File: config.mk
export PLATFORM = sky130hd
export DESIGN_NAME = reservation_station
export DESIGN_NICKNAME = d
export VERILOG_FILES = /design/src/rtl/ooop_types.sv /design/src/rtl/rs_select.sv /design/src/rtl/reservation_station.sv
export SDC_FILE = /design/constraint.sdc
export NUM_CORES = 1
export LEC_CHECK = 0
export CORE_MARGIN = 5
export CORE_UTILIZATION = 50
export CTS_CLUSTER_SIZE = 14
export DETAILED_ROUTE_END_ITERATION = 16
export PLACE_DENSITY = 0.68
export SYNTH_ARGS = -nofsm -noshare
export SYNTH_HDL_FRONTEND = slang
export SYNTH_SLANG_ARGS = --single-unit
export TNS_END_PERCENT = 20
File: constraint.sdc
create_clock -name clk -period 20.2 [get_ports clk]
set_input_delay 2.02 -clock clk [delete_from_list [all_inputs] [get_ports clk]]
set_output_delay 2.02 -clock clk [all_outputs]
set_load 0.03 [all_outputs]
File: src/rtl/ooop_types.sv
// Shared out-of-order core types: physical-register tags, FU classes and the
// reservation-station entry format, plus per-FU station depths used by dispatch.
package ooop_types;

  localparam int PREG_W = 6;
  localparam int ROB_W  = 5;
  localparam int XLEN   = 32;

  localparam int RS_ALU_DEPTH = 8;
  localparam int RS_BRU_DEPTH = 4;
  localparam int RS_LSU_DEPTH = 8;

  typedef enum logic [1:0] {
    FU_ALU = 2'd0,
    FU_BRU = 2'd1,
    FU_LSU = 2'd2
  } fu_type_e;

  typedef struct packed {
    logic [PREG_W-1:0] prs1;
    logic              prs1_ready;
    logic [PREG_W-1:0] prs2;
    logic              prs2_ready;
    logic [PREG_W-1:0] prd;
    logic [ROB_W-1:0]  rob_tag;
    fu_type_e          fu;
    logic [XLEN-1:0]   imm;
  } rs_entry_t;

  // p0 is hard-wired ready, so a broadcast of tag 0 never counts as a wakeup
  function automatic logic cdb_hit(input logic              valid,
                                   input logic [PREG_W-1:0] bcast,
                                   input logic [PREG_W-1:0] tag);
    return valid && (bcast != '0) && (bcast == tag);
  endfunction

endpackage

File: src/rtl/rs_select.sv
// Oldest-ready picker: grants the lowest-index requesting slot and reports
// its index alongside the one-hot grant.
module rs_select #(
  parameter int N     = 8,
  parameter int IDX_W = $clog2(N)
) (
  input  logic [N-1:0]     req_i,
  output logic [N-1:0]     grant_o,
  output logic [IDX_W-1:0] idx_o,
  output logic             any_o
);

  // Scan high to low so the lowest requesting index is the last one written
  always_comb begin
    grant_o = '0;
    idx_o   = '0;
    any_o   = 1'b0;
    for (int i = N - 1; i >= 0; i--) begin
      if (req_i[i]) begin
        grant_o    = '0;
        grant_o[i] = 1'b1;
        idx_o      = IDX_W'(i);
        any_o      = 1'b1;
      end
    end
  end

endmodule

File: src/rtl/reservation_station.sv
// Collapsing-queue reservation station: holds dispatched entries until both
// operands are woken by the CDB and issues the oldest ready one.
module reservation_station
  import ooop_types::*;
#(
  parameter int DEPTH = RS_ALU_DEPTH,
  parameter int CNT_W = $clog2(DEPTH + 1)
) (
  input  logic              clk,
  input  logic              rst,
  input  logic              flush_i,
  input  logic              insert_valid_i,
  input  rs_entry_t         insert_entry_i,
  output logic              ready_o,
  input  logic              cdb_valid_i,
  input  logic [PREG_W-1:0] cdb_prd_i,
  output logic              issue_valid_o,
  input  logic              issue_ready_i,
  output rs_entry_t         issue_entry_o,
  output logic [CNT_W-1:0]  count_o
);

  localparam int IDX_W = $clog2(DEPTH);

  rs_entry_t        entry_q [DEPTH];
  rs_entry_t        entry_d [DEPTH];
  logic [DEPTH-1:0] valid_q, valid_d;
  logic [CNT_W-1:0] count_q, count_d;

  rs_entry_t        woke [DEPTH+1];
  logic [DEPTH:0]   woke_valid;
  rs_entry_t        insert_woke;

  logic [DEPTH-1:0] req;
  logic [DEPTH-1:0] grant;
  logic [IDX_W-1:0] sel_idx;
  logic             sel_any;
  logic             issue_fire;
  logic             insert_fire;
  logic [CNT_W-1:0] ins_pos;

  always_comb begin
    for (int i = 0; i < DEPTH; i++) begin
      req[i] = valid_q[i] & entry_q[i].prs1_ready & entry_q[i].prs2_ready;
    end
  end

  rs_select #(
    .N     (DEPTH),
    .IDX_W (IDX_W)
  ) u_select (
    .req_i   (req),
    .grant_o (grant),
    .idx_o   (sel_idx),
    .any_o   (sel_any)
  );

  assign ready_o       = (count_q < CNT_W'(DEPTH));
  assign issue_valid_o = sel_any;
  assign issue_fire    = sel_any & issue_ready_i;
  assign insert_fire   = insert_valid_i & ready_o;
  assign count_o       = count_q;

  always_comb begin
    issue_entry_o = '0;
    for (int i = 0; i < DEPTH; i++) begin
      if (grant[i]) issue_entry_o = entry_q[i];
    end
  end

  // Slot DEPTH is a permanently empty sentinel so the collapse can read i+1 everywhere
  always_comb begin
    for (int i = 0; i < DEPTH; i++) begin
      woke[i]            = entry_q[i];
      woke[i].prs1_ready = entry_q[i].prs1_ready |
                           cdb_hit(cdb_valid_i, cdb_prd_i, entry_q[i].prs1);
      woke[i].prs2_ready = entry_q[i].prs2_ready |
                           cdb_hit(cdb_valid_i, cdb_prd_i, entry_q[i].prs2);
      woke_valid[i]      = valid_q[i];
    end
    woke[DEPTH]       = '0;
    woke_valid[DEPTH] = 1'b0;

    insert_woke            = insert_entry_i;
    insert_woke.prs1_ready = insert_entry_i.prs1_ready |
                             cdb_hit(cdb_valid_i, cdb_prd_i, insert_entry_i.prs1);
    insert_woke.prs2_ready = insert_entry_i.prs2_ready |
                             cdb_hit(cdb_valid_i, cdb_prd_i, insert_entry_i.prs2);
  end

  always_comb begin
    entry_d = entry_q;
    valid_d = valid_q;
    ins_pos = issue_fire ? (count_q - CNT_W'(1)) : count_q;

    for (int i = 0; i < DEPTH; i++) begin
      if (issue_fire && (i >= int'(sel_idx))) begin
        entry_d[i] = woke[i+1];
        valid_d[i] = woke_valid[i+1];
      end else begin
        entry_d[i] = woke[i];
        valid_d[i] = woke_valid[i];
      end
      if (insert_fire && (CNT_W'(i) == ins_pos)) begin
        entry_d[i] = insert_woke;
        valid_d[i] = 1'b1;
      end
    end

    count_d = count_q + CNT_W'(insert_fire) - CNT_W'(issue_fire);

    if (flush_i) begin
      valid_d = '0;
      count_d = '0;
    end
  end

  always_ff @(posedge clk or posedge rst) begin
    if (rst) begin
      valid_q <= '0;
      count_q <= '0;
      for (int i = 0; i < DEPTH; i++) begin
        entry_q[i] <= '0;
      end
    end else begin
      valid_q <= valid_d;
      count_q <= count_d;
      for (int i = 0; i < DEPTH; i++) begin
        entry_q[i] <= entry_d[i];
      end
    end
  end

  // Dispatch must honour ready_o; a dropped insert loses an instruction
  insert_when_full_a : assert property (
    @(posedge clk) disable iff (rst) !(insert_valid_i && !ready_o)
  ) else $warning("reservation_station: insert dropped while station full");

endmodule

==> qor.yml, run 1 <==
status:
  status: "finished clean"
power:
  total_power_mw: 4.181
  ir_worst_vdd_v: 0.00007211
  powerDensity_nw_per_um2: 135.5
  p_leak_nw: 16.74
drt:
  dr_total_vias: 23010
  wirelength_um: 95730
  drt-initial-drc-count: 2516
  wl_per_cell_um: 27.94
  avgViaCountPerCell: 6.717
  drtAntennaViolNets: 0
  drc_errors: 0
  dr.pass1.iters: 5
setup_path:
  crit_path_end_kind: "primary output"
  path_cells: "and3_2 -> nor4_2 -> nand2_1 -> a21oi_4 -> buf_4 -> nand2_2 -> o32a_1 -> clkdlybuf4s50_1"
  cp_slowest_cell: "nor4_2"
  crit_required_ns: 18.18
  path_class: "reg -> out"
  crit_fanout: 42
  max_stage_delay_ns: 0.89
  arrival_ns: 6.12
  cp-start-kind: "flip-flop"
synth:
  ys.warnings.count: 0
  yosysTopAreaCellShare_pct: 44.42
  synth-edff-count: 0
  syn_area_um2: 27260
  synth_seq_area_share_pct: 44.42
  synth_fp_nets: 2753
  async_reset_ff_share_pct: 100.0
  synthMostInstantiatedCell: "mux2i_1"
  avgSynthCellArea_um2: 10.20
  ys_ff_latch: 484
  syn_inst: 2674
  synth_area_leaders: "dfrtp_1 (44%), mux2i_1 (24%), nand3_1 (4.6%)"
  postSynth.topFlopCell: "dfrtp_1"
  synthTopCellsByCount: "mux2i_1 (656), dfrtp_1 (484), nand3_1 (251), o21ai_0 (247), nand2_1 (160)"
  yosysUniqueCellTypes: 53
  synth_top_area_cell: "dfrtp_1"
finish:
  area_growth_pct: 13.14
  nets: 2764
  drive_gt1_share_pct: 6.630
  nFillCells: 4546
  antennaDiodeCount: 0
  fin_area_um2: 30850
cts:
  cts_sinks: 484
  clk_path_buf_depth: 3
  cts.hold.buffers_added: 0
  cts-htree-levels: 2
  cts_inserted_buffers: 54
  clk_latency_ns: 0.63
  cts_resized: 0
  path_clk_slew_ns: 0.06
  post_cts_buffers: 0
  clock-root-buffer: "clkbuf_16"
  cts_tree: "built"
sta:
  clock_skew_ns: 0.03095
  rsz0062_at_grt: "no"
  finalCritPeriodShare_pct: 40.28
  slew_violations: 0
  tns_ns: 0
  max_freq_ghz: 0.1229
  finalHoldViolCount: 0
  relSlewSlack_pct: 20.03
  worst_pin_slew_ns: 1.198
  setup_viol: 0
  period_minus_slack_ns: 8.137
floorplanning:
  die-area_um2: 59300
  io_pins: 136
  die_w_um: 243.5
  die_h_um: 243.5
  num_rows: 85
  core_um2: 53920
  start_util_pct: 50.57
grt:
  grt_pass1_wl_um: 146300
  grtUsageTotal_pct: 31.40
  antenna_found_initial: 0
  grt_pass1_vias: 23820
  grt_max_degree: 163
  grt_overflow: 0
placed_design:
  dp_hpwl_um: 54430
  post_dp_cell_area_um2: 29110
  place_congestion: 0.8870
  port_buffers: 135
worst_hold_path:
  hp-class: "reg -> reg"
job:
  max-cap-violations: 0
[flip-flops by register name (all words and copies together), names as in the netlist]
signal	count
count_o	4
valid_q	8
entry_q	472
[worst paths after layout]
check | startpoint | to | slack, ns | depth (start not counted)
setup / recovery | entry_q[340] | issue_entry_o[58] | 12.06 | 8
hold / removal | entry_q[26] | entry_q[26] | 0.55 | 2
setup reg to reg | valid_q[2] | entry_q[218] | 13.94 | 11
hold reg to reg | entry_q[26] | entry_q[26] | 0.55 | 2
max in group asynchronous | rst | entry_q[470] | 15.91 | 4
min in group asynchronous | rst | entry_q[154] | 1.93 | 2
[power by group]
group	switching [mW]	internal, mW	leakage [nW]	total [mW]
logic	0.889	0.589	9.55	1.48
registers	0.363	1.37	6.33	1.73
clock network	0.416	0.558	0.858	0.974
total	1.67	2.51	16.7	4.18
[kinds of logic after synthesis]
kind of cell,share of synthesized area [%]
AO/OA/AOI/OAI,11.83
XOR/XNOR,3.630
adder cells (fa/ha/maj),0.3946
buffers and inverters,4.548
flip-flops,44.42
multiplexers,24.91
AND/OR/NAND/NOR,10.27
[per-stage QoR]
step / utilization (%) / setup WS, ns / cells / hold slack, ns
after floorplan: - / 4.674 / 2674 / 0.5138
after global placement: 53.99 / 13.12 / 3325 / 0.5273
after detailed placement: 53.99 / 12.95 / 3325 / 0.5405
after CTS: 57.21 / 12.23 / 3426 / 0.5463
after global routing: 57.21 / 12.06 / 3426 / 0.5736
final: 57.21 / 12.06 / 3426 / 0.5467
[metal layers]
layer | share of wire (%) | up-vias | GRT usage (%)
met5 | 0 | - | 0
li1 | - | 9802 | -
met4 | 4.7 | 0 | 14.37
met2 | 46 | 1303 | 50.60
met3 | 9.2 | 288 | 6.335
met1 | 40 | 11620 | 41.14
[worst max-delay path: cells and delay by family, from the launching register on]
kind | cells | cell delay [ns]
simple gates | 4 | 2.51
compound gates | 2 | 1.21
flops | 1 | 0.41
buf+inv | 2 | 1.32
[placed cells by master (no fill, tap or decap), types with 15 or more instances in the layout]
master,n
mux2i_1,656
dfrtp_1,484
nand3_1,250
o21ai_0,245
nand2_1,151
clkdlybuf4s50_1,135
xor2_1,75
inv_1,64
clkbuf_16,55
buf_4,49
a221oi_1,48
nor2_1,47
nor3_1,45
a21oi_1,42
xnor2_1,38
and3_1,27
a22oi_1,26
o22ai_1,26
a41oi_1,25
o32a_1,25
a31oi_1,21
clkbuf_1,20
nor4_1,18
a22o_1,17
o21ai_1,16
clkbuf_8,15
[cell type report]
cell class / count / area (um^2) / share of cell area, %
Tap cell: 696 / 870.8 / 2.823
Sequential cell: 484 / 12110 / 39.26
Clock buffer: 90 / 1658 / 5.374
Inverter: 66 / 257.7 / 0.8355
Timing Repair Buffer: 186 / 1759 / 5.703
Multi-Input combinational cell: 1893 / 14110 / 45.74
Clock inverter: 11 / 81.33 / 0.2636
(Power assumes the default switching activity.)
==> inputs of run 2 (changes only) <==
PLACE_DENSITY = 0.71   (was 0.68)
clock period = 7.09 ns   (was 20.2 ns; I/O delays follow)
==> run 2 against run 1 <==
Compared with the run above:
- worst setup slack worse by 11 ns
- wire length is 0.15% higher
- count of clock-buffer cells in the layout down 5
- sequential power rose to 2.8 times the previous value
- combinational power rose to 2.9 times the previous value
- register-to-register slack got worse by 12 ns
- clock power increased to 2.8 times the previous value
- global-route usage is essentially flat
- clock skew fell by 0.0064 ns
- largest cell class unchanged
==> qor.yml, run 2 (synthesized netlist as in run 1, its figures left out) <==
status:
  status: "finished clean"
drt:
  drc_errors: 0  # unchanged
  dr.pass1.iters: 6  # +1
  drt-initial-drc-count: 2661  # +5.8%
  avgViaCountPerCell: 6.855  # +2.0%
  wl_per_cell_um: 27.98  # +0.12%
  wirelength_um: 95880  # +0.15%
  drtAntennaViolNets: 0  # unchanged
  dr_total_vias: 23490  # +2.1%
cts:
  cts-htree-levels: 2  # unchanged
  cts.hold.buffers_added: 0  # unchanged
  clock-root-buffer: "clkbuf_16"
  path_clk_slew_ns: 0.06  # about the same
  clk_path_buf_depth: 3  # unchanged
  cts_inserted_buffers: 53  # -1.9%
  cts_resized: 0  # unchanged
  post_cts_buffers: 0  # unchanged
  cts_tree: "built"
  clk_latency_ns: 0.62  # about the same
  cts_sinks: 484  # unchanged
placed_design:
  place_congestion: 0.9005  # +1.5%
  dp_hpwl_um: 56190  # +3.2%
  dp.cells: 3332  # +0.21%
  port_buffers: 135  # unchanged
  post_dp_cell_area_um2: 29170  # +0.20%
finish:
  final_cell_mix: "mux2i_1 (656), dfrtp_1 (484), nand3_1 (249)"
  area_growth_pct: 13.06  # about the same
  drive_gt1_share_pct: 6.557  # -0.073 points
  nets: 2770  # +0.22%
  mostFrequentLayoutCell: "mux2i_1"
  fin_area_um2: 30820  # about the same
  top_register: "entry_q"
  largest_reg_flops: 472  # unchanged
  final_cells: 3427  # +0.029%
  seqCellArea_um2: 12110  # unchanged
  nFillCells: 4476  # -1.5%
  multi_input_area_um2: 14110  # about the same
sta:
  worst_pin_slew_ns: 1.289  # +0.09124 ns
  finalHoldViolCount: 0  # unchanged
  clock_skew_ns: 0.02460  # -0.006352 ns
  setup_viol: 0  # unchanged
  whs_ns: 0.5401  # -0.006657 ns
  max_freq_ghz: 0.1740
  slew_violations: 0  # unchanged
  relSlewSlack_pct: 13.32  # -6.7 points
  tns_ns: 0  # unchanged
  rsz0062_at_grt: "no"
  finalCritPeriodShare_pct: 81.04
  period_minus_slack_ns: 5.746
setup_path:
  crit_path_end_kind: "primary output"
  cp-start-kind: "flip-flop"
  crit_fanout: 59  # +40%
  path_class: "reg -> out"
  crit_required_ns: 6.38  # -11.80 ns
  arrival_ns: 5.04  # -1.08 ns
power:
  ir_worst_vdd_v: 0.0002399  # +230%
  powerDensity_nw_per_um2: 385.8  # +180%
  total_power_mw: 11.89  # +180%
  p_leak_nw: 16.72  # about the same
worst_hold_path:
  hp-class: "reg -> reg"
floorplanning:
  core_um2: 53920  # unchanged
  num_rows: 85  # unchanged
  die-area_um2: 59300  # unchanged
  die_h_um: 243.5  # unchanged
  io_pins: 136  # unchanged
  die_w_um: 243.5  # unchanged
  start_util_pct: 50.57  # unchanged
grt:
  grtUsageTotal_pct: 31.35  # -0.046 points
  grt_pass1_wl_um: 146300  # about the same
  grt_max_degree: 169  # +3.7%
  antenna_found_initial: 2  # +2
  grt_overflow: 0  # unchanged
  grt_pass1_vias: 24240  # +1.8%
job:
  max-cap-violations: 0  # unchanged
-- run 2: layout make-up --
type / instances / share of cell area (%)
Timing Repair Buffer: 193 / 5.918
Clock buffer: 85 / 5.119
Clock inverter: 9 / 0.2517
Tap cell: 696 / 2.825
Multi-Input combinational cell: 1893 / 45.76
Antenna cell: 1 / 0.008118
Sequential cell: 484 / 39.29
Inverter: 66 / 0.8240
-- run 2: per-layer routing --
layer,up-vias,wire length [um],global-route usage [%]
met5,-,0,0
met4,0,5534,16.21
met3,378,9149,5.918
met2,1518,43730,49.60
met1,11800,37470,41.36
li1,9797,-,-
-- run 2: critical path, cell delays in order, from the launching register on --
cell	delay, ns
dfrtp_1	0.39
and3_2	0.57
nor4_2	0.96
nand2_1	0.31
a21oi_4	0.21
buf_4	0.74
nor3_1	0.14
a31oi_1	0.33
clkdlybuf4s50_1	0.75
-- run 2: path summary, 6_finish.rpt --
kind / start / end / slack, ns / cells past startpoint
worst max-delay path: entry_q[340] / issue_entry_o[22] / 1.34 / 8
worst min-delay path: entry_q[27] / entry_q[27] / 0.54 / 2
worst max register to register: entry_q[465] / entry_q[348] / 2.29 / 10
worst min register to register: entry_q[27] / entry_q[27] / 0.54 / 2
max in group asynchronous: rst / entry_q[280] / 4.60 / 4
min in group asynchronous: rst / entry_q[109] / 0.64 / 2
-- run 2: through the flow --
step	utilization, %	setup slack [ns]
floorplan	-	-0.1797
global placement	54.09	2.200
detailed placement	54.09	2.092
CTS	57.16	1.489
global route	57.17	1.219
finish	57.17	1.344
-- run 2: power by group --
| part | total, mW | internal (mW) | leakage (nW) | switching (mW) |
|---|---|---|---|---|
| logic | 4.27 | 1.69 | 9.59 | 2.59 |
| registers | 4.92 | 3.89 | 6.33 | 1.02 |
| clock network | 2.70 | 1.52 | 0.809 | 1.18 |
| total | 11.9 | 7.10 | 16.7 | 4.79 |
